$ cat src/rtl/ace_ccu_conflict_manager.sv
// Address-conflict scheduler for the CCU snoop path: tracks in-flight snoop line
// addresses in issue order and stalls new snoops that conflict or find the table full.
module ace_ccu_conflict_manager #(
    parameter int unsigned CmAddrWidth = 16,
    parameter int unsigned MaxTrans    = 4,
    localparam int unsigned CntWidth   = $clog2(MaxTrans + 1)
) (
    input  logic                   clk_i,
    input  logic                   rst_ni,
    input  logic                   cm_valid_i,
    input  logic                   cm_ready_i,
    input  logic [CmAddrWidth-1:0] cm_addr_i,
    output logic                   cm_stall_o,
    input  logic                   cm_done_i,
    output logic [CntWidth-1:0]    occupancy_o,
    output logic                   full_o,
    output logic                   err_o
);

    localparam int unsigned PtrW = $clog2(MaxTrans);

    logic                   valid_q [MaxTrans];
    logic                   valid_d [MaxTrans];
    logic [CmAddrWidth-1:0] addr_q  [MaxTrans];
    logic [CmAddrWidth-1:0] addr_d  [MaxTrans];
    logic [PtrW-1:0]        wr_q, wr_d;
    logic [PtrW-1:0]        rd_q, rd_d;
    logic [CntWidth-1:0]    cnt_q, cnt_d;
    logic                   err_q, err_d;

    logic hit;
    logic full;
    logic acc;
    logic ret;

    always_comb begin
        hit = 1'b0;
        for (int i = 0; i < MaxTrans; i++) begin
            if (valid_q[i] && (addr_q[i] == cm_addr_i)) begin
                hit = 1'b1;
            end
        end
    end

    // Stall never looks at cm_ready_i, so no combinational loop through the interconnect.
    assign full       = (cnt_q == CntWidth'(MaxTrans));
    assign cm_stall_o = cm_valid_i && (hit || full);
    assign acc        = cm_valid_i && cm_ready_i && !cm_stall_o;
    assign ret        = cm_done_i && (cnt_q != '0);

    always_comb begin
        valid_d = valid_q;
        addr_d  = addr_q;
        wr_d    = wr_q;
        rd_d    = rd_q;
        cnt_d   = cnt_q;
        err_d   = err_q;

        if (acc) begin
            valid_d[wr_q] = 1'b1;
            addr_d[wr_q]  = cm_addr_i;
            wr_d          = wr_q + PtrW'(1);
        end
        // acc and ret never target the same slot: acc needs a free slot, ret an occupied one.
        if (ret) begin
            valid_d[rd_q] = 1'b0;
            rd_d          = rd_q + PtrW'(1);
        end

        unique case ({acc, ret})
            2'b10:   cnt_d = cnt_q + CntWidth'(1);
            2'b01:   cnt_d = cnt_q - CntWidth'(1);
            default: cnt_d = cnt_q;
        endcase

        if (cm_done_i && (cnt_q == '0)) begin
            err_d = 1'b1;
        end
    end

    always_ff @(posedge clk_i or negedge rst_ni) begin
        if (!rst_ni) begin
            for (int i = 0; i < MaxTrans; i++) begin
                valid_q[i] <= 1'b0;
            end
            wr_q  <= '0;
            rd_q  <= '0;
            cnt_q <= '0;
            err_q <= 1'b0;
        end else begin
            valid_q <= valid_d;
            wr_q    <= wr_d;
            rd_q    <= rd_d;
            cnt_q   <= cnt_d;
            err_q   <= err_d;
        end
    end

    // Address payload is qualified by valid_q, so it needs no reset.
    always_ff @(posedge clk_i) begin
        addr_q <= addr_d;
    end

    assign occupancy_o = cnt_q;
    assign full_o      = full;
    assign err_o       = err_q;

`ifndef SYNTHESIS
    always_ff @(posedge clk_i) begin
        if (rst_ni) begin
            assert (cnt_q <= CntWidth'(MaxTrans));
            assert (!$isunknown(cm_done_i));
        end
    end
`endif

endmodule

$ cat config.mk
export PLATFORM = sky130hd
export DESIGN_NAME = ace_ccu_conflict_manager
export DESIGN_NICKNAME = d
export VERILOG_FILES = /design/src/rtl/ace_ccu_conflict_manager.sv
export SDC_FILE = /design/constraint.sdc
export NUM_CORES = 1
export LEC_CHECK = 0
export BUFFER_PORTS_ARGS = -buffer_cell sky130_fd_sc_hd__buf_2
export CORE_UTILIZATION = 40
export CTS_CLUSTER_SIZE = 28
export DETAILED_ROUTE_END_ITERATION = 8
export GPL_ROUTABILITY_DRIVEN = 0
export GPL_TIMING_DRIVEN = 0
export HOLD_SLACK_MARGIN = 0.08
export PLACE_DENSITY = 0.55
export SETUP_SLACK_MARGIN = 0.5
export SYNTH_ARGS = -nofsm -noshare
export SYNTH_HDL_FRONTEND = slang
export SYNTH_SLANG_ARGS = --single-unit
$ cat constraint.sdc
create_clock -name clk_i -period 7.1 [get_ports clk_i]
set_input_delay 0.71 -clock clk_i [delete_from_list [all_inputs] [get_ports clk_i]]
set_output_delay 0.71 -clock clk_i [all_outputs]
set_load 0.05 [all_outputs]
* Yosys cells after proc, flatten, opt, wreduce, memory -nomap -nowiden *
Index checks and enable logic that the tools add are counted.

storage, ports and cells
  bits in latches = 0
  logic and storage cells = 62
  input port bits = 21
  memories = 0
  flip-flop bits (word level) = 76
  RAM bits = 0
  output and inout port bits = 6
  bits in read-only memories = 0

operators by class
  eq/ne operators = 7
  order comparisons = 4
  divide/modulo/power cells = 0
  muxes and demuxes = 14
  $add $sub $neg = 4
  $mul = 0
  reductions and logical operators = 16
  bitwise gates (word level) = 5
  shift-type cells = 0

operators with widths
  kind                   count
  $bwmux W64             1
  $eq A16 B16 Y1         4
  $demux W16 S2          1
  $mux W16               1
  $logic_and A1 B1 Y1    11
  $mux W4                2
  $ge A3 B3 Y1 const B   2
  $lt A3 B1 Y1 const B   2
  $mux W1                6
  $not A2 Y3             2
  $pmux W3 S2            1
  $add A2 B1 Y2 const B  2
  $and A4 B4 Y4          1
  $demux W1 S2           2
  $not A4 Y4             1
  $or A4 B4 Y4           1
  $add A3 B1 Y3 const B  1
  $eq A3 B3 Y1 const B   1
  $logic_not A3 Y1       1
  $reduce_bool A3 Y1     1
  $sub A3 B1 Y3 const B  1
  $eq A2 B1 Y1 const B   1
  $eq A2 B2 Y1 const B   1
  $reduce_bool A2 Y1     1
  2 further kinds        2

* Logic depth before layout (Yosys ltp) *
  depth in word-level cells = 13
  depth in mapped cells = 13
  gate-level depth less buffers = 12

* Least setup slack after synthesis *
No wires, ideal clock.

  kind = input -> register
  start = input port cm_addr_i[2]
  end = register cnt_q[2], in the netlist occupancy_o[2]
  path slack = 4.336 ns
  stages on the path = 13
  library setup time = 0.082 ns
  arrival time = 2.682 ns
  cell sequence = xor2_1 > nor4_1 > nand4_1 > o22ai_2 > nor4_4 > buf_6 > inv_2 > ha_1 > inv_1 > fa_1 > xor2_1 > nor2_1 > xor2_1

on the way
  longest elaborated chain between the ends = 12
  elaborated cells on any way between the ends = 20
  classes of those cells = eq/ne (6); mux (5); reduce/logical (9)

ends and longest elaborated chain
  element                                            line  text
  from (decl)                                        12    input logic [CmAddrWidth-1:0] cm_addr_i,
  $eq A16 B16 Y1                                     39    if (valid_q[i] && (addr_q[i] == cm_addr_i)) begin
  $logic_and A1 B1 Y1                                39
  $mux W1 (3 in a row)                               39
  $mux W1 (*)                                        39
  $logic_or A1 B1 Y1 (*)                             47    assign cm_stall_o = cm_valid_i && (hit || full);
  $logic_and A1 B1 Y1 (*)                            47
  $logic_not A1 Y1 (*)                               48    assign acc = cm_valid_i && cm_ready_i && !cm_stall_o;
  $logic_and A1 B1 Y1 (*)                            48
  $eq A2 B1 Y1 or $eq A2 B2 Y1 (tied branches)       70    unique case ({acc, ret})
  $pmux W3 S2 or $reduce_bool A2 Y1 (tied branches)  n/a
  to (signal assigned)                               94    cnt_q <= cnt_d;
  to (decl)                                          28    logic [CntWidth-1:0] cnt_q, cnt_d;

Every way passes the cells marked *; elsewhere a longest branch is shown, timed or not.
A chain may end at the register's enable or synchronous reset.

* Final worst setup path *
  start = input port cm_addr_i[5]
  end = output port cm_stall_o

on the way
  longest elaborated chain between the ends = 8
  elaborated cells on any way between the ends = 14
  classes of those cells = eq/ne (4); mux (4); reduce/logical (6)

ends and longest elaborated chain
  element                  line  text
  $eq A16 B16 Y1           39
  $logic_and A1 B1 Y1      39
  $mux W1 (3 in a row)     39
  $mux W1 (*)              39
  $logic_or A1 B1 Y1 (*)   47
  $logic_and A1 B1 Y1 (*)  47
  to (decl)                13    output logic cm_stall_o,

Marks and branches as above.

==> metrics.yaml <==
floorplan:
  die_width_um: 93.63
  ios: 27
  rows: 33
  die_h_um: 93.63
  dieArea_um2: 8766
  coreArea_um2: 8175
  initial_core_util: 0.4108
critical_path:
  rr_endpoint: "occupancy_o[2]$_DFFE_PN0P_"
  rrSetupSlack_ns: 4.09
  worst_setup_path_start_kind: "input port"
  rr_startpoint: "addr_q[33]$_DFFE_PP_"
  cp_max_fo: 8
  startpoint: "cm_addr_i[5]"
  arrival_ns: 2.53
  end_kind: "primary output"
  worst-r2r-cell-count: 13
  crit_end: "cm_stall_o"
  critPathKind: "input port to primary output"
  critPathRequiredTime_ns: 6.39
logic_synthesis:
  avgSynthCellArea_um2: 15.33
  syn_nets: 250
  synth.distinct_cells: 28
  ys.warnings.count: 0
  synthCells: 219
  ys_ff_latch: 76
  syn_area_um2: 3358
  ys_seq_area_frac: 0.6617
sta:
  finalSetupViolations: 0
  skew_ns: 0.01246
  rsz0062_at_grt: "no"
  fin_crit_sh: 0.4568
  relSlewSlack: 0.4238
  worst_slack_ns: 3.857
  tightest_slew_ns: 0.8643
  timing.hold.ws_ns: 0.2431
  final_max_slew_viol_count: 0
  period_needed_ns: 3.243
  hold_viol: 0
  fmax_mhz: 308.3
  fin_setup_tns_ns: 0
global_route:
  grt_max_degree: 17
  antenna_found_initial: 0
  overflow: 0
  grt_pass1_vias: 1797
  grt_pass1_wl_um: 9591
  gr-usage-all-layers: 0.1540
flow_run:
  cap_violations: 0
final_layout:
  finish.utilization: 0.4616
  finalInstanceArea_um2: 3774
  syn_to_final_growth_pct: 12.37
  layout.nets: 287
  layout-drive-gt1-share: 0.1724
  final_cell_count_no_fill: 366
  diodes: 0
  fillers: 781
clocking:
  cts.repair.resized: 0
  h-tree-depth: 3
  clk_latency_ns: 0.34
  tritoncts: "done"
  holdBufCountCts: 0
  root_buffer: "clkbuf_8"
  cts_buffers: 9
  cts.sinks: 76
  clk_path_buf_depth: 2
  post-cts-setup-buffers: 0
  clk_pin_slew_ns: 0.07
drt:
  drc_errors: 0
  wl_um: 5800
  drtPass1Iterations: 4
  vias: 1754
  routedWlPerCell_um: 15.85
  ant_nets: 0
  vias_per_cell: 4.792
  drtIter0Drc: 91
power:
  power.leakage_nw: 1.407
  power_density_nw_per_um2: 306.6
  power.total_mw: 1.157
  ir_drop_uv: 215.0
placement:
  dp.cells: 350
  hpwl_um: 3908
  numPortBuffers: 26
  dpl_cell_area_um2: 3620
  post-place-ws_ns: 3.532
hold_path:
  hold_path.class: "input port to async pin"
status:
  status: "complete, no violations"
sequential cells by signal, summed over array words and instances, names as in the netlist:
register	count
addr_q	64
valid_q	4
occupancy_o	3
rd_q	2
wr_q	2
err_o	1
worst max-delay path, stage by stage:
cell     delay, ns
buf_2         0.17
xor2_1        0.17
nor4_1        0.48
nand4_1       0.26
o22ai_2       0.32
o31a_1        0.17
buf_2         0.25
logic make-up (layout without fill, tap and decap cells):
group	Yosys count	after routing	share of synthesized area
multiplexers	2	2	0.007450
XOR/XNOR	69	69	0.1822
adder cells (fa/ha/maj)	10	10	0.03949
buffers and inverters	10	52	0.01341
AO/OA/AOI/OAI	13	13	0.02869
AND/OR/NAND/NOR	39	39	0.06706
flip-flops	76	76	0.6617
cell usage in the layout, fill, tap and decap left out, types with 2 or more instances in the layout:
cell type	instances
nor2_1	5
clkinv_2	3
nand4_1	4
edfxtp_1	64
clkbuf_8	9
xnor2_1	6
inv_1	7
nor3_1	5
nand2_1	6
and2_1	4
o21a_1	4
clkbuf_1	5
nor4_1	12
buf_2	26
o22ai_2	2
a21oi_1	4
xor2_1	62
ha_1	9
dfrtp_1	12
worst min path at each step:
stage / from / to / slack, ns / cells after the start
3_5_place_dp: err_o$_DFFE_PN0P_ / err_o$_DFFE_PN0P_ / 0.44 / 1
4_1_cts: rst_ni / rd_q[0]$_DFFE_PN0P_ / 0.25 / 1
5_1_grt: rst_ni / rd_q[0]$_DFFE_PN0P_ / 0.25 / 1
6_report: rst_ni / rd_q[0]$_DFFE_PN0P_ / 0.24 / 1
2_1_floorplan: rst_ni / err_o$_DFFE_PN0P_ / 0.41 / 0
3_3_place_gp: err_o$_DFFE_PN0P_ / err_o$_DFFE_PN0P_ / 0.44 / 1
metal layers:
metal | up-vias | track usage | part of all wire
met3 | 9 | 0.02683 | 0.030
met1 | 856 | 0.2083 | 0.48
li1 | 855 | - | -
met4 | 0 | 0.08333 | 0.024
met5 | - | 0 | 0
met2 | 34 | 0.2359 | 0.46
cells in the mapped netlist:
| cell | instances | area share |
|---|---|---|
| mux2i_1 | 1 | 0.0030 |
| xnor2_2 | 1 | 0.0048 |
| fa_1 | 1 | 0.0060 |
| dfrtp_1 | 12 | 0.089 |
| nor3_1 | 5 | 0.0075 |
| inv_1 | 7 | 0.0078 |
| a21o_1 | 1 | 0.0022 |
| a21oi_1 | 4 | 0.0060 |
| mux2_4 | 1 | 0.0045 |
| o21ai_0 | 1 | 0.0015 |
| nand2_1 | 6 | 0.0067 |
| nand4_1 | 4 | 0.0075 |
| nor4_4 | 1 | 0.0063 |
| xnor2_1 | 6 | 0.016 |
| clkbuf_1 | 1 | 0.0011 |
| inv_2 | 1 | 0.0011 |
| edfxtp_1 | 64 | 0.57 |
| ha_1 | 9 | 0.034 |
| o22ai_2 | 2 | 0.0075 |
| buf_6 | 1 | 0.0034 |
| xor2_1 | 62 | 0.16 |
| and2_1 | 4 | 0.0075 |
| nor2_1 | 5 | 0.0056 |
| o31a_1 | 1 | 0.0026 |
| o21a_1 | 4 | 0.0089 |
| nor2b_1 | 1 | 0.0019 |
| and3_1 | 1 | 0.0019 |
| nor4_1 | 12 | 0.022 |
power breakdown:
| part | internal, mW | total [mW] | switching [mW] |
|---|---|---|---|
| logic | 0.102 | 0.286 | 0.184 |
| clock network | 0.126 | 0.275 | 0.149 |
| registers | 0.559 | 0.596 | 0.0373 |
| total | 0.786 | 1.16 | 0.371 |
layout make-up:
| cell class | instances | area (um^2) | share of cell area |
|---|---|---|---|
| Timing Repair Buffer | 26 | 130.1 | 0.03448 |
| Multi-Input combinational cell | 133 | 1091 | 0.2891 |
| Buffer | 2 | 15.01 | 0.003979 |
| Clock inverter | 3 | 15.01 | 0.003979 |
| Sequential cell | 76 | 2222 | 0.5889 |
| Clock buffer | 13 | 138.9 | 0.03680 |
| Tap cell | 105 | 131.4 | 0.03481 |
| Inverter | 8 | 30.03 | 0.007958 |
Note: power is estimated with default switching activity, not from simulation.
